## src/rtl/uart_rx_ctrl.sv

```systemverilog
// UART receive sequencing controller: line synchronizer, start-edge
// detection, mid-bit baud_tick generation, show-ahead receive FIFO on a
// valid/ready stream, and saturating overrun / framing-error counters.
module uart_rx_ctrl #(
  parameter int unsigned CLK_DIV    = 16,
  parameter int unsigned FIFO_DEPTH = 8
) (
  input  logic                          clk,
  input  logic                          rst_n,
  input  logic                          en,
  input  logic                          rxd_in,
  output logic                          rxd,
  output logic                          baud_tick,
  input  logic [7:0]                    rx_data,
  input  logic                          rx_valid,
  output logic [7:0]                    m_data,
  output logic                          m_valid,
  input  logic                          m_ready,
  output logic [$clog2(FIFO_DEPTH):0]   fifo_level,
  output logic [7:0]                    overrun_cnt,
  output logic [7:0]                    frame_err_cnt,
  input  logic                          stat_clr,
  output logic                          busy
);

  localparam int unsigned CW = $clog2(CLK_DIV);
  localparam int unsigned PW = $clog2(FIFO_DEPTH);
  localparam int unsigned LW = PW + 1;

  localparam logic [CW-1:0] HALF_LAST = CW'(CLK_DIV / 2 - 1);
  localparam logic [CW-1:0] BIT_LAST  = CW'(CLK_DIV - 1);
  localparam logic [CW-1:0] WAIT_LAST = CW'(2);
  localparam logic [LW-1:0] LVL_FULL  = LW'(FIFO_DEPTH);

  localparam logic [1:0] S_IDLE = 2'd0;
  localparam logic [1:0] S_HALF = 2'd1;
  localparam logic [1:0] S_BITS = 2'd2;
  localparam logic [1:0] S_WAIT = 2'd3;

  logic          rxd_meta;
  logic          rxd_prev;
  logic          fall;
  logic [1:0]    state;
  logic [CW-1:0] cnt;
  logic [3:0]    tick_idx;
  logic          half_done;
  logic          bit_done;
  logic          wait_done;
  logic          frame_err_evt;

  logic [7:0]    mem [FIFO_DEPTH];
  logic [PW-1:0] wr_ptr;
  logic [PW-1:0] rd_ptr;
  logic          full;
  logic          pop;
  logic          push_ok;
  logic          overrun_evt;

  // Two-flop synchronizer plus previous-value register for edge detection
  always_ff @(posedge clk) begin
    if (!rst_n) begin
      rxd_meta <= 1'b1;
      rxd      <= 1'b1;
      rxd_prev <= 1'b1;
    end else begin
      rxd_meta <= rxd_in;
      rxd      <= rxd_meta;
      rxd_prev <= rxd;
    end
  end

  assign fall          = rxd_prev & ~rxd;
  assign half_done     = (state == S_HALF) && (cnt == HALF_LAST);
  assign bit_done      = (state == S_BITS) && (cnt == BIT_LAST);
  assign wait_done     = (state == S_WAIT) && (cnt == WAIT_LAST);
  assign frame_err_evt = wait_done && !rx_valid;
  assign baud_tick     = (half_done && !rxd) || bit_done;
  assign busy          = (state != S_IDLE);

  // Frame sequencer: half-bit alignment, ten bit ticks, then byte wait window
  always_ff @(posedge clk) begin
    if (!rst_n) begin
      state    <= S_IDLE;
      cnt      <= '0;
      tick_idx <= '0;
    end else begin
      case (state)
        S_IDLE: begin
          if (en && fall) begin
            state <= S_HALF;
            cnt   <= '0;
          end
        end
        S_HALF: begin
          if (half_done) begin
            cnt <= '0;
            if (!rxd) begin
              tick_idx <= 4'd1;
              state    <= S_BITS;
            end else begin
              state <= S_IDLE;
            end
          end else begin
            cnt <= cnt + CW'(1);
          end
        end
        S_BITS: begin
          if (bit_done) begin
            cnt      <= '0;
            tick_idx <= tick_idx + 4'd1;
            if (tick_idx == 4'd9) state <= S_WAIT;
          end else begin
            cnt <= cnt + CW'(1);
          end
        end
        default: begin
          if (rx_valid || wait_done) begin
            state <= S_IDLE;
            cnt   <= '0;
          end else begin
            cnt <= cnt + CW'(1);
          end
        end
      endcase
    end
  end

  // A pop frees the head slot in the same cycle, so a push into a full FIFO
  // is accepted when a pop coincides with it.
  assign full        = (fifo_level == LVL_FULL);
  assign pop         = m_valid && m_ready;
  assign push_ok     = rx_valid && (!full || pop);
  assign overrun_evt = rx_valid && full && !pop;
  assign m_valid     = (fifo_level != '0);
  assign m_data      = m_valid ? mem[rd_ptr] : '0;

  // FIFO storage write; contents need no reset since occupancy gates m_data
  always_ff @(posedge clk) begin
    if (push_ok) mem[wr_ptr] <= rx_data;
  end

  // FIFO pointers and occupancy
  always_ff @(posedge clk) begin
    if (!rst_n) begin
      wr_ptr     <= '0;
      rd_ptr     <= '0;
      fifo_level <= '0;
    end else begin
      if (push_ok) wr_ptr <= wr_ptr + PW'(1);
      if (pop)     rd_ptr <= rd_ptr + PW'(1);
      if (push_ok && !pop)      fifo_level <= fifo_level + LW'(1);
      else if (pop && !push_ok) fifo_level <= fifo_level - LW'(1);
    end
  end

  // Saturating overrun counter; clear has priority over increment
  always_ff @(posedge clk) begin
    if (!rst_n)                                  overrun_cnt <= '0;
    else if (stat_clr)                           overrun_cnt <= '0;
    else if (overrun_evt && overrun_cnt != '1)   overrun_cnt <= overrun_cnt + 8'd1;
  end

  // Saturating framing-error counter; clear has priority over increment
  always_ff @(posedge clk) begin
    if (!rst_n)                                    frame_err_cnt <= '0;
    else if (stat_clr)                             frame_err_cnt <= '0;
    else if (frame_err_evt && frame_err_cnt != '1) frame_err_cnt <= frame_err_cnt + 8'd1;
  end

endmodule
```

## config.mk

```make
export PLATFORM = sky130hd
export DESIGN_NAME = uart_rx_ctrl
export DESIGN_NICKNAME = d
export VERILOG_FILES = /design/src/rtl/uart_rx_ctrl.sv
export SDC_FILE = /design/constraint.sdc
export NUM_CORES = 1
export LEC_CHECK = 0
export BUFFER_PORTS_ARGS = -buffer_cell sky130_fd_sc_hd__buf_2
export CELL_PAD_IN_SITES_DETAIL_PLACEMENT = 1
export CELL_PAD_IN_SITES_GLOBAL_PLACEMENT = 2
export CORE_MARGIN = 2
export CORE_UTILIZATION = 37
export CTS_CLUSTER_DIAMETER = 30
export DETAILED_ROUTE_END_ITERATION = 10
export PLACE_DENSITY = 0.87
export SYNTH_ARGS = -nofsm -noshare
export SYNTH_HDL_FRONTEND = slang
export SYNTH_SLANG_ARGS = --single-unit
```

## constraint.sdc

```tcl
create_clock -name clk -period 2.7 [get_ports clk]
set_clock_uncertainty 0.2 [all_clocks]
set_input_delay 0.27 -clock clk [delete_from_list [all_inputs] [get_ports clk]]
set_output_delay 0.27 -clock clk [all_outputs]
set_load 0.01 [all_outputs]
```

Word-level counts from Yosys, hierarchy flattened
Memories as Yosys holds them, arrays and structs flattened. A register that Yosys moved wholly into a read port is not among the register bits.
Cells that the tools add are included.
{"block": "totals", "latchBits": 0, "in_bits": 15, "out_inout_bits": 32, "ramBits": 64, "word_cells": 92, "memories": 1, "rom_bits": 0, "register_bits": 39}
{"memory": "mem", "words": 8, "word_bits": 8, "read_ports": 1, "rd_clocked_by_memory_dff": 1, "wr": 1, "line": "51", "source": "logic [7:0] mem [FIFO_DEPTH];"}
{"block": "classes", "bitwise": 3, "mux": 23, "multipliers": 0, "n_eq_ne": 15, "addsub": 8, "n_lt_le_gt_ge": 0, "n_shift": 0, "reduce_logical": 31, "div_mod_pow": 0}
{"cell": "$mux 4", "count": 9}
{"cell": "$add 8x1->8 const B", "count": 2}
{"cell": "$ne 8x8->1 const B", "count": 2}
{"cell": "$logic_and 1x1->1", "count": 14}
{"cell": "$add 4x1->4 const B", "count": 3}
{"cell": "$eq 4x4->1 const B", "count": 3}
{"cell": "$mux 2", "count": 6}
{"cell": "$pmux 4 s3", "count": 1}
{"cell": "$mux 8", "count": 1}
{"cell": "$ne 2x2->1 const B", "count": 4}
{"cell": "$pmux 4 s2", "count": 1}
{"cell": "$reduce_bool 4->1", "count": 2}
{"cell": "$add 3x1->3 const B", "count": 2}
{"cell": "$mux 3", "count": 2}
{"cell": "$pmux 2 s3", "count": 1}
{"cell": "$reduce_bool 2->1", "count": 3}
{"cell": "$logic_not 1->1", "count": 5}
{"cell": "$reduce_and 5->1", "count": 1}
{"cell": "$eq 2x2->1 const B", "count": 2}
{"cell": "$eq 4x2->1 const B", "count": 1}
{"cell": "$eq 4x3->1 const B", "count": 1}
{"cell": "$reduce_and 4->1", "count": 1}
{"cell": "$sub 4x1->4 const B", "count": 1}
{"cell": "$logic_or 1x1->1", "count": 3}
{"cell": "7 further kinds", "count": 9}

Logic depth before layout (Yosys ltp)
Gate-level depths: netlist of the first run.
{"block": "depth", "word_depth": 8, "mapped_depth": 10, "ltp_nobuf": 10}

Worst setup path before layout of the first run
Ideal clock, no wire load.
{"block": "synth_path", "kind": "register -> register", "start": "reg fifo_level[0]", "end": "reg fifo_level[3]", "synth_period_minus_slack_ns": 2.623, "path_stages_with_launch": 11, "setup_slack_ns": 0.077, "arrival_ns": 2.351, "t_required_ns": 2.428, "path_cell_list": "dfxtp_1 > nor4_4 > inv_2 > nand2_1 > ha_1 > inv_1 > ha_1 > a21o_1 > a21oi_1 > mux2i_1 > mux2i_1"}
{"block": "synth_via", "elab_chain_len": 7}
{"element": "from (decl)", "line": "19", "source": "output logic [$clog2(FIFO_DEPTH):0] fifo_level,"}
{"element": "from (signal assigned)", "line": "151", "source": "if (push_ok && !pop) fifo_level <= fifo_level + LW'(1);"}
{"element": "from (signal assigned)", "line": "152", "source": "else if (pop && !push_ok) fifo_level <= fifo_level - LW'(1);"}
{"element": "$reduce_bool 4->1 (*)", "line": "134", "source": "assign m_valid = (fifo_level != '0);"}
{"element": "net m_valid", "line": "17", "source": "output logic m_valid,"}
{"element": "$logic_and 1x1->1 (*)", "line": "131", "source": "assign pop = m_valid && m_ready;"}
{"element": "$logic_or 1x1->1", "line": "132", "source": "assign push_ok = rx_valid && (!full || pop);"}
{"element": "$logic_and 1x1->1", "line": "132"}
{"element": "$logic_not 1->1", "line": "152"}
{"element": "$logic_and 1x1->1", "line": "152"}
{"element": "$reduce_bool 2->1 (no line)"}
The timed path passes the listed nets; every way through them passes the cells marked *. The select of a mux whose other input is x is not followed.
A chain may end at the register's enable or synchronous reset.

Worst setup path after layout of the first run
{"block": "layout_path", "start": "reg fifo_level[0]", "end": "reg fifo_level[3]"}
{"block": "layout_via", "elab_chain_len": 7}
{"element": "$eq 4x4->1 or $reduce_bool 4->1 (tied branches)", "line": "130, 134"}
{"element": "$logic_not 1->1 or $logic_and 1x1->1 (tied branches)", "line": "132, 131"}
{"element": "$logic_or 1x1->1 (*)", "line": "132"}
{"element": "$logic_and 1x1->1 (*)", "line": "132"}
{"element": "net push_ok", "line": "56", "source": "logic push_ok;"}
{"element": "$logic_not 1->1", "line": "152"}
{"element": "$logic_and 1x1->1", "line": "152"}
{"element": "$reduce_bool 2->1 (no line)"}
Marks and branches as above.

==> results of run 1 <==
[flip-flops by register name, indices dropped and copies added, names as in the netlist, named ones only]
| signal | cells |
|---|---|
| state | 2 |
| mem | 64 |
| rxd_meta | 1 |
| rxd_prev | 1 |
| cnt | 4 |
| overrun_cnt | 8 |
| frame_err_cnt | 8 |
| rd_ptr | 3 |
| fifo_level | 4 |
| rxd | 1 |
| tick_idx | 4 |
| wr_ptr | 3 |
[power by group]
group | switching [mW] | internal (mW) | leakage (nW)
logic | 0.584 | 0.565 | 0.951
clock network | 0.601 | 0.636 | 0.137
registers | 0.0954 | 1.82 | 0.923
total | 1.28 | 3.02 | 2.01
[repair_timing]
action,CTS,global route
setup endpoints to repair,1,1
pin swaps,0,2
endpoints found under the hold margin,41,0
setup buffers,0,2
hold buffers,6,0
resized for setup,1,5
[per-layer routing]
metal  wire length, um  part of all wire [%]
met5                 0                     0
met2              5250                    52
met1              4570                    45
met3               276                   2.7
met4                95                  0.93
[how the worst max path moves through the flow]
stage                     slack, ns  cells after the start                    endpoint                  startpoint
after floorplan                0.08                     10  fifo_level[3]$_SDFFE_PN0P_  fifo_level[0]$_SDFFE_PN0P_
after global placement         0.13                     10  fifo_level[3]$_SDFFE_PN0P_  fifo_level[1]$_SDFFE_PN0P_
after detailed placement       0.01                     10  fifo_level[3]$_SDFFE_PN0P_  fifo_level[1]$_SDFFE_PN0P_
after CTS                      0.02                     10  fifo_level[3]$_SDFFE_PN0P_  fifo_level[1]$_SDFFE_PN0P_
after global routing           0.01                     10  fifo_level[3]$_SDFFE_PN0P_  fifo_level[0]$_SDFFE_PN0P_
final                          0.18                     10  fifo_level[3]$_SDFFE_PN0P_  fifo_level[0]$_SDFFE_PN0P_
[cell type report]
class | count | area share [%]
Inverter | 13 | 0.873
Clock inverter | 6 | 0.828
Multi-Input combinational cell | 229 | 33.4
Sequential cell | 106 | 49.5
Clock buffer | 10 | 4.09
Tap cell | 172 | 3.85
Timing Repair Buffer | 69 | 7.47
[cell usage in the layout, fill, tap and decap left out, types with 4 or more instances in the layout]
master and count:
inv_1 11, o31ai_1 5, and2_1 7, o21ai_0 7, nand2b_1 9, nand3_1 13, buf_2 46, edfxtp_1 64
xnor2_1 8, clkbuf_16 9, buf_4 17, nand2_1 19, ha_1 15, nand3b_1 5, a21boi_1 4, mux2i_1 14
or4_1 8, dlygate4sd3_1 6, mux4_2 16, a21oi_1 14, dfxtp_1 40, nor2_1 28
[logic make-up after synthesis]
group,Yosys count,share of synthesized area (%)
and+or+nand+nor,118,14.2
adders and majority gates,16,4.37
AOI/OAI and AO/OA,57,8.53
buffers and inverters,28,2.77
DFF,106,58.2
muxes,30,10.5
xor gates and xnor gates,8,1.47
==> impl_metrics.ini, run 1 <==
[status]
status = finished clean

[worst_setup_path]
cp_top_family = compound AO/OA/AOI/OAI gates
ff2ff_setup_slack_ns = 0.18
startpoint_type = flip-flop
timing.rr.end = fifo_level[3]$_SDFFE_PN0P_
arrival_ns = 2.60
crit_chain = nor3_4 > a21o_1 > inv_1 > ha_1 > inv_2 > ha_1 > a21o_1 > a21oi_2 > mux2i_1 > mux2i_1
slowest_delay_ns = 0.37
reg2reg_depth = 10
cp_slowest_cell = dfxtp_1
worstPathRequired_ns = 2.78
r2r-start = fifo_level[0]$_SDFFE_PN0P_
cp_num_buf_inv = 2
crit_path_end_kind = flip-flop
worst-setup-path-type = flip-flop to flip-flop
crit_fanout = 5

[finish]
n_fill_cell = 1330
drive_gt1_share_pct = 24.9
design_area_um2 = 5590
diodes = 0
utilization_pct = 44.5
ff_latch_area_um2 = 2770
instances_no_fill = 605
multiInputGateArea_um2 = 1870
finalNetCount = 459
syn2layout_area_growth_pct = 17.7

[cts]
path_clk_slew_ns = 0.07
clk_latency_ns = 0.35
clkSinkCount = 106
cts_tree = done
htreeDepth = 3
clk_path_buf_depth = 2
root_buffer = clkbuf_16
cts_buffers = 9

[synth]
synth_top_area_share_pct = 40.5
synthTopCellsByCount = edfxtp_1, dfxtp_1, nor2_1, nand2_1, mux4_2
synth-seq-cells = 106
syn_nets = 394
synth.most_common_cell = edfxtp_1
synth.area.top_cells = edfxtp_1, dfxtp_1, mux4_2
synth_flop_cell = edfxtp_1
ys_async_sr_fraction_pct = 0
synth_cell_type_count = 60
yosys_warnings = 0
syn_area_per_cell_um2 = 13.1
synth_cells = 363
netlist.top_cell.by_area = edfxtp_1
synth-seq-area-share_pct = 58.2
syn_area_um2 = 4750
synth_edf_count = 64

[die]
die_w_um = 117
start_util_pct = 37.8
core_area_um2 = 12600
die_h_um = 117
die_area_um2 = 13800
ios = 47
rows = 41

[timing]
finalSetupTns_ns = 0
rsz0062_at_grt = false
min_period_over_period_pct = 93.5
tightestPinTransition_ns = 0.658
fmax_mhz = 396
setup_viol = 0
layout_setup_ws_ns = 0.176
drv_slew = 0
timing.hold.ws_ns = 0.00275
max_slew_margin_pct = 56.1
finalCriticalPeriod_ns = 2.52
hold_viol = 0

[routing]
routed_wl_um = 10200
vias_per_cell = 5.21
wl_per_cell_um = 16.9
antenna_left = 0
drt_pass1_iterations = 4
vias = 3150
drt_iter0_drc = 164
drc = 0

[grt]
antenna_found_initial = 0
grt_pass1_wl_um = 16800
grt_util_all_layers_pct = 15.3
grt_max_degree = 28
met1_usage_pct = 18.7
met3_usage_pct = 3.70
grt_use_met2_pct = 27.1
grt_overflow = 0
grt-busiest-layer = met2
grt_pass1_vias = 3269

[pwr]
p_leak_nw = 2.01
power.density_nw_per_um2 = 769
peakVddDrop_uv = 409
finalPower_mw = 4.30

[flow_run]
drv_cap = 0

[placement]
dp.cells = 581
io_buffers = 46
gp_congestion = 0.739
place_area_um2 = 5230
hpwl_um = 7150
place_ws_ns = 0.0106

[min_path]
hold_path_class = input port to flip-flop
whs_endpoint = mem[3][7]$_DFFE_PP_
holdCritStartpoint = rx_data[7]
holdPathStages = 1
Note: power is estimated with default switching activity, not from simulation.
==> run 2, diff against run 1 <==
--- a/config.mk
+++ b/config.mk
@@ -13,6 +13,7 @@
 export CTS_CLUSTER_DIAMETER = 30
 export DETAILED_ROUTE_END_ITERATION = 10
 export PLACE_DENSITY = 0.87
+export RECOVER_POWER = 25
 export SYNTH_ARGS = -nofsm -noshare
 export SYNTH_HDL_FRONTEND = slang
 export SYNTH_SLANG_ARGS = --single-unit
==> run 2 against run 1 <==
Sequential share of layout area rose by 0.11 points. First-iteration DRC count unchanged. Maximum frequency about the same. Setup slack worse by 0.00071 ns. Final cell count stayed put. Hold slack better by 0.047 ns. Flip-flop and latch count unchanged. Count of clock-buffer cells in the layout did not move. Sequential power hardly changed. Critical endpoint unchanged. Final area is 0.22% lower. Via count grew 0.16%.
==> impl_metrics.ini, run 2 (same netlist as run 1, synthesis figures left out) <==
[finish]
design_area_um2 = 5580
n_fill_cell = 1332
multiInputGateArea_um2 = 1870
finalNetCount = 459
syn2layout_area_growth_pct = 17.4
top_regs = mem x64, frame_err_cnt x8, overrun_cnt x8
mostFrequentLayoutCells = edfxtp_1, dfxtp_1, buf_2, nor2_1, nand2_1
largest_register_ffs = 64
diodes = 0
ff_latch_area_um2 = 2770
final_common_cell = edfxtp_1
drive_gt1_share_pct = 23.1
top_register = mem

[routing]
drt_iter0_drc = 164
vias_per_cell = 5.21
drc = 0
wl_per_cell_um = 16.8
drt_pass1_iterations = 4
wl_met1_um = 4560
top_layer = met4
antenna_left = 0
route.met2.wl_um = 5250
wl_met3_um = 278
vias = 3155
routed_wl_um = 10200

[pwr]
peakVddDrop_uv = 409
p_leak_nw = 1.99
finalPower_mw = 4.30
power.density_nw_per_um2 = 770

[cts]
clk_path_buf_depth = 2
cts_tree = done
clk_latency_ns = 0.35
path_clk_slew_ns = 0.07
root_buffer = clkbuf_16
cts_buffers = 9
clkSinkCount = 106
htreeDepth = 3

[flow_run]
drv_cap = 0

[worst_setup_path]
worst-setup-path-type = flip-flop to flip-flop
worstPathRequired_ns = 2.78
crit_path_end_kind = flip-flop
startpoint_type = flip-flop
crit_fanout = 5
arrival_ns = 2.60

[placement]
place_area_um2 = 5230
gp_congestion = 0.739
hpwl_um = 7150
io_buffers = 46

[timing]
hold_viol = 0
min_period_over_period_pct = 93.5
rsz0062_at_grt = false
drv_slew = 0
finalSetupTns_ns = 0
fmax_mhz = 396
finalCriticalPeriod_ns = 2.52
max_slew_margin_pct = 29.0
setup_viol = 0
tightestPinTransition_ns = 1.06
timing.hold.ws_ns = 0.0502

[die]
ios = 47
rows = 41
die_w_um = 117
die_area_um2 = 13800
core_area_um2 = 12600
start_util_pct = 37.8
die_h_um = 117

[status]
status = finished clean

[grt]
grt_overflow = 0
grt_pass1_vias = 3269
grt_pass1_wl_um = 16800
antenna_found_initial = 0
grt_util_all_layers_pct = 15.3
grt_max_degree = 28

[min_path]
hold_path_class = input port to flip-flop
==> run 2: cell count changes in the layout (fill, tap and decap cells not counted), sizes merged <==
cell    previous run  this run
clkbuf            10        18
buf               63        55
==> run 2: worst paths after layout <==
path | cells past startpoint | to | slack [ns] | from
max reg2reg | 10 | fifo_level[3]$_SDFFE_PN0P_ | 0.18 | fifo_level[0]$_SDFFE_PN0P_
max | 10 | fifo_level[3]$_SDFFE_PN0P_ | 0.18 | fifo_level[0]$_SDFFE_PN0P_
min | 3 | rd_ptr[1]$_SDFFE_PN0N_ | 0.05 | m_ready
min reg2reg | 1 | rxd$_SDFF_PN1_ | 0.21 | rxd_meta$_SDFF_PN1_
==> run 2: final cells by class <==
cell class              instances  area share [%]
repair buffers                 69            7.27
inverters                      13           0.875
well taps                     172            3.86
clock buffers                  10            4.10
clock inverters                 6           0.830
flip-flops and latches        106            49.6
multi-input cells             229            33.5
==> run 2: timing repair <==
| item | CTS | global route |
|---|---|---|
| endpoints found under the setup margin | 1 | 1 |
| gates resized for setup | 1 | 5 |
| pin swaps | 0 | 2 |
| endpoints found under the hold margin | 41 | 0 |
| hold buffers | 6 | 0 |
| setup buffers | 0 | 2 |
==> run 2: power by group <==
group          switching [mW]  internal [mW]  total [mW]
registers              0.0954           1.82        1.91
logic                   0.584          0.563        1.15
clock network           0.601          0.636        1.24
==> run 2: layer usage <==
layer  vias to the layer above  GRT usage, %
li1                       1500             -
met1                      1599          18.7
met2                        44          27.1
met3                        12          3.70
met4                         0          4.29
met5                         -             0
==> run 2: metrics by stage <==
step / util (%) / instances / setup slack, ns
final: 44.4 / 605 / 0.175
after global routing: 44.4 / 605 / 0.0135
after CTS: 44.3 / 603 / 0.0237
after detailed placement: 41.6 / 581 / 0.0106
after global placement: 41.6 / 581 / 0.129
after floorplan: - / 363 / 0.0773
==> run 2: worst max-delay path: stages (launching register included) <==
cell     delay [ns]
dfxtp_1        0.37
nor3_4         0.25
a21o_1         0.19
inv_1          0.10
ha_1           0.24
inv_2          0.09
ha_1           0.23
a21o_1         0.19
a21oi_2        0.14
mux2i_1        0.25
mux2i_1        0.20
==> run 3, diff against run 2 <==
--- a/config.mk
+++ b/config.mk
@@ -8,7 +8,6 @@
 export BUFFER_PORTS_ARGS = -buffer_cell sky130_fd_sc_hd__buf_2
 export CELL_PAD_IN_SITES_DETAIL_PLACEMENT = 1
 export CELL_PAD_IN_SITES_GLOBAL_PLACEMENT = 2
-export CORE_MARGIN = 2
 export CORE_UTILIZATION = 37
 export CTS_CLUSTER_DIAMETER = 30
 export DETAILED_ROUTE_END_ITERATION = 10
==> run 3 against run 2 <==
Non-clock buffer count decreased by 1. Die area decreased by 3.4%. Flip-flop and latch count unchanged. Maximum frequency increased by 0.32%. Hold slack improved by 0.015 ns. Clock power about the same. Setup slack improved by 0.0081 ns. Sequential share of layout area increased by 0.078 points. Critical path type unchanged. Largest cell class unchanged.
==> impl_metrics.ini, run 3 (same netlist as run 1, synthesis figures left out) <==
[status]
status = finished clean

[pwr]
finalPower_mw = 4.28
peakVddDrop_uv = 272
power.density_nw_per_um2 = 768
p_leak_nw = 1.98

[timing]
min_period_over_period_pct = 93.2
layout_setup_ws_ns = 0.183
timing.hold.ws_ns = 0.0647
finalCriticalPeriod_ns = 2.52
max_slew_margin_pct = 25.7
drv_slew = 0
hold_viol = 0
setup_viol = 0
tightestPinTransition_ns = 1.11
fmax_mhz = 397
rsz0062_at_grt = false
finalSetupTns_ns = 0

[die]
start_util_pct = 37.8
die_h_um = 115
ios = 47
die_w_um = 115
core_area_um2 = 12600
die_area_um2 = 13300
rows = 41

[finish]
finalNetCount = 458
top_register = mem
instances_no_fill = 604
n_fill_cell = 1348
utilization_pct = 44.3
largest_register_ffs = 64
diodes = 0
drive_gt1_share_pct = 22.9
top_regs = mem x64, frame_err_cnt x8, overrun_cnt x8
design_area_um2 = 5570
final_common_cell = edfxtp_1
mostFrequentLayoutCells = edfxtp_1, dfxtp_1, buf_2, nor2_1, nand2_1
syn2layout_area_growth_pct = 17.3

[cts]
clkSinkCount = 106
path_clk_slew_ns = 0.07
clk_latency_ns = 0.35
cts_buffers = 9
root_buffer = clkbuf_16
clk_path_buf_depth = 2
cts_tree = done
htreeDepth = 3

[worst_setup_path]
worstPathRequired_ns = 2.78
cp_slowest_cell = dfxtp_2
crit_chain = nor3_4 > a21o_1 > inv_1 > ha_1 > inv_1 > ha_1 > a21o_1 > a21oi_1 > mux2i_1 > mux2i_1
arrival_ns = 2.59
startpoint_type = flip-flop
crit_path_end_kind = flip-flop
crit_fanout = 5
worst-setup-path-type = flip-flop to flip-flop
cp_num_buf_inv = 2
cp_top_family = compound AO/OA/AOI/OAI gates
slowest_delay_ns = 0.37

[placement]
gp_congestion = 0.774
hpwl_um = 7270
place_area_um2 = 5220
io_buffers = 46
place_ws_ns = 0.0712
dp.cells = 580

[grt]
grt_pass1_vias = 3255
grt_overflow = 0
grt_util_all_layers_pct = 16.8
grt_max_degree = 29
antenna_found_initial = 0
grt_pass1_wl_um = 16600

[min_path]
hold_path_class = input port to flip-flop

[routing]
antenna_left = 0
wl_per_cell_um = 17.1
routed_wl_um = 10300
vias_per_cell = 5.16
drc = 0
drt_pass1_iterations = 4
vias = 3115
drt_iter0_drc = 129

[flow_run]
drv_cap = 0
[run 3: final timing paths]
path                               from                         end  slack, ns  cells past startpoint
max          fifo_level[2]$_SDFFE_PN0P_  fifo_level[3]$_SDFFE_PN0P_       0.18                     10
min                             m_ready      rd_ptr[1]$_SDFFE_PN0N_       0.06                      3
max reg2reg  fifo_level[2]$_SDFFE_PN0P_  fifo_level[3]$_SDFFE_PN0P_       0.18                     10
min reg2reg         rxd_meta$_SDFF_PN1_              rxd$_SDFF_PN1_       0.21                      1
[run 3: cell type report]
type / count / area, um2 / share of cell area (%)
Sequential cell: 106 / 2770 / 49.6
Tap cell: 172 / 215 / 3.86
Clock inverter: 6 / 48.8 / 0.876
Inverter: 13 / 48.8 / 0.876
Multi-Input combinational cell: 229 / 1860 / 33.4
Clock buffer: 10 / 229 / 4.11
Timing Repair Buffer: 68 / 402 / 7.21
[run 3: per-layer routing]
layer / wire length, um / vias up / GRT usage (%)
met5: 0 / - / 0
met2: 5440 / 57 / 30.9
met3: 333 / 13 / 3.58
met4: 167 / 0 / 6.41
li1: - / 1495 / -
met1: 4360 / 1550 / 18.9
[run 3: repair_timing]
action                                  CTS  global route
endpoints found under the setup margin    0             1
hold buffers                              6             0
gates resized for setup                   0             4
hold endpoints to repair                 40             0
setup buffers                             0             2
[run 3: report_power, final]
| group | switching (mW) | internal [mW] |
|---|---|---|
| clock | 0.595 | 0.635 |
| sequential | 0.0911 | 1.82 |
| combinational | 0.585 | 0.554 |
| total | 1.27 | 3.01 |
[run 3: worst reg2reg max path: cells and delay by family, from the launching register on]
kind / cells / cell delay (ns)
adder cells (fa/ha/maj): 2 / 0.48
multiplexers: 2 / 0.42
AO/OA/AOI/OAI: 3 / 0.53
buffers and inverters: 2 / 0.24
flip-flops: 1 / 0.37
AND/OR/NAND/NOR: 1 / 0.21
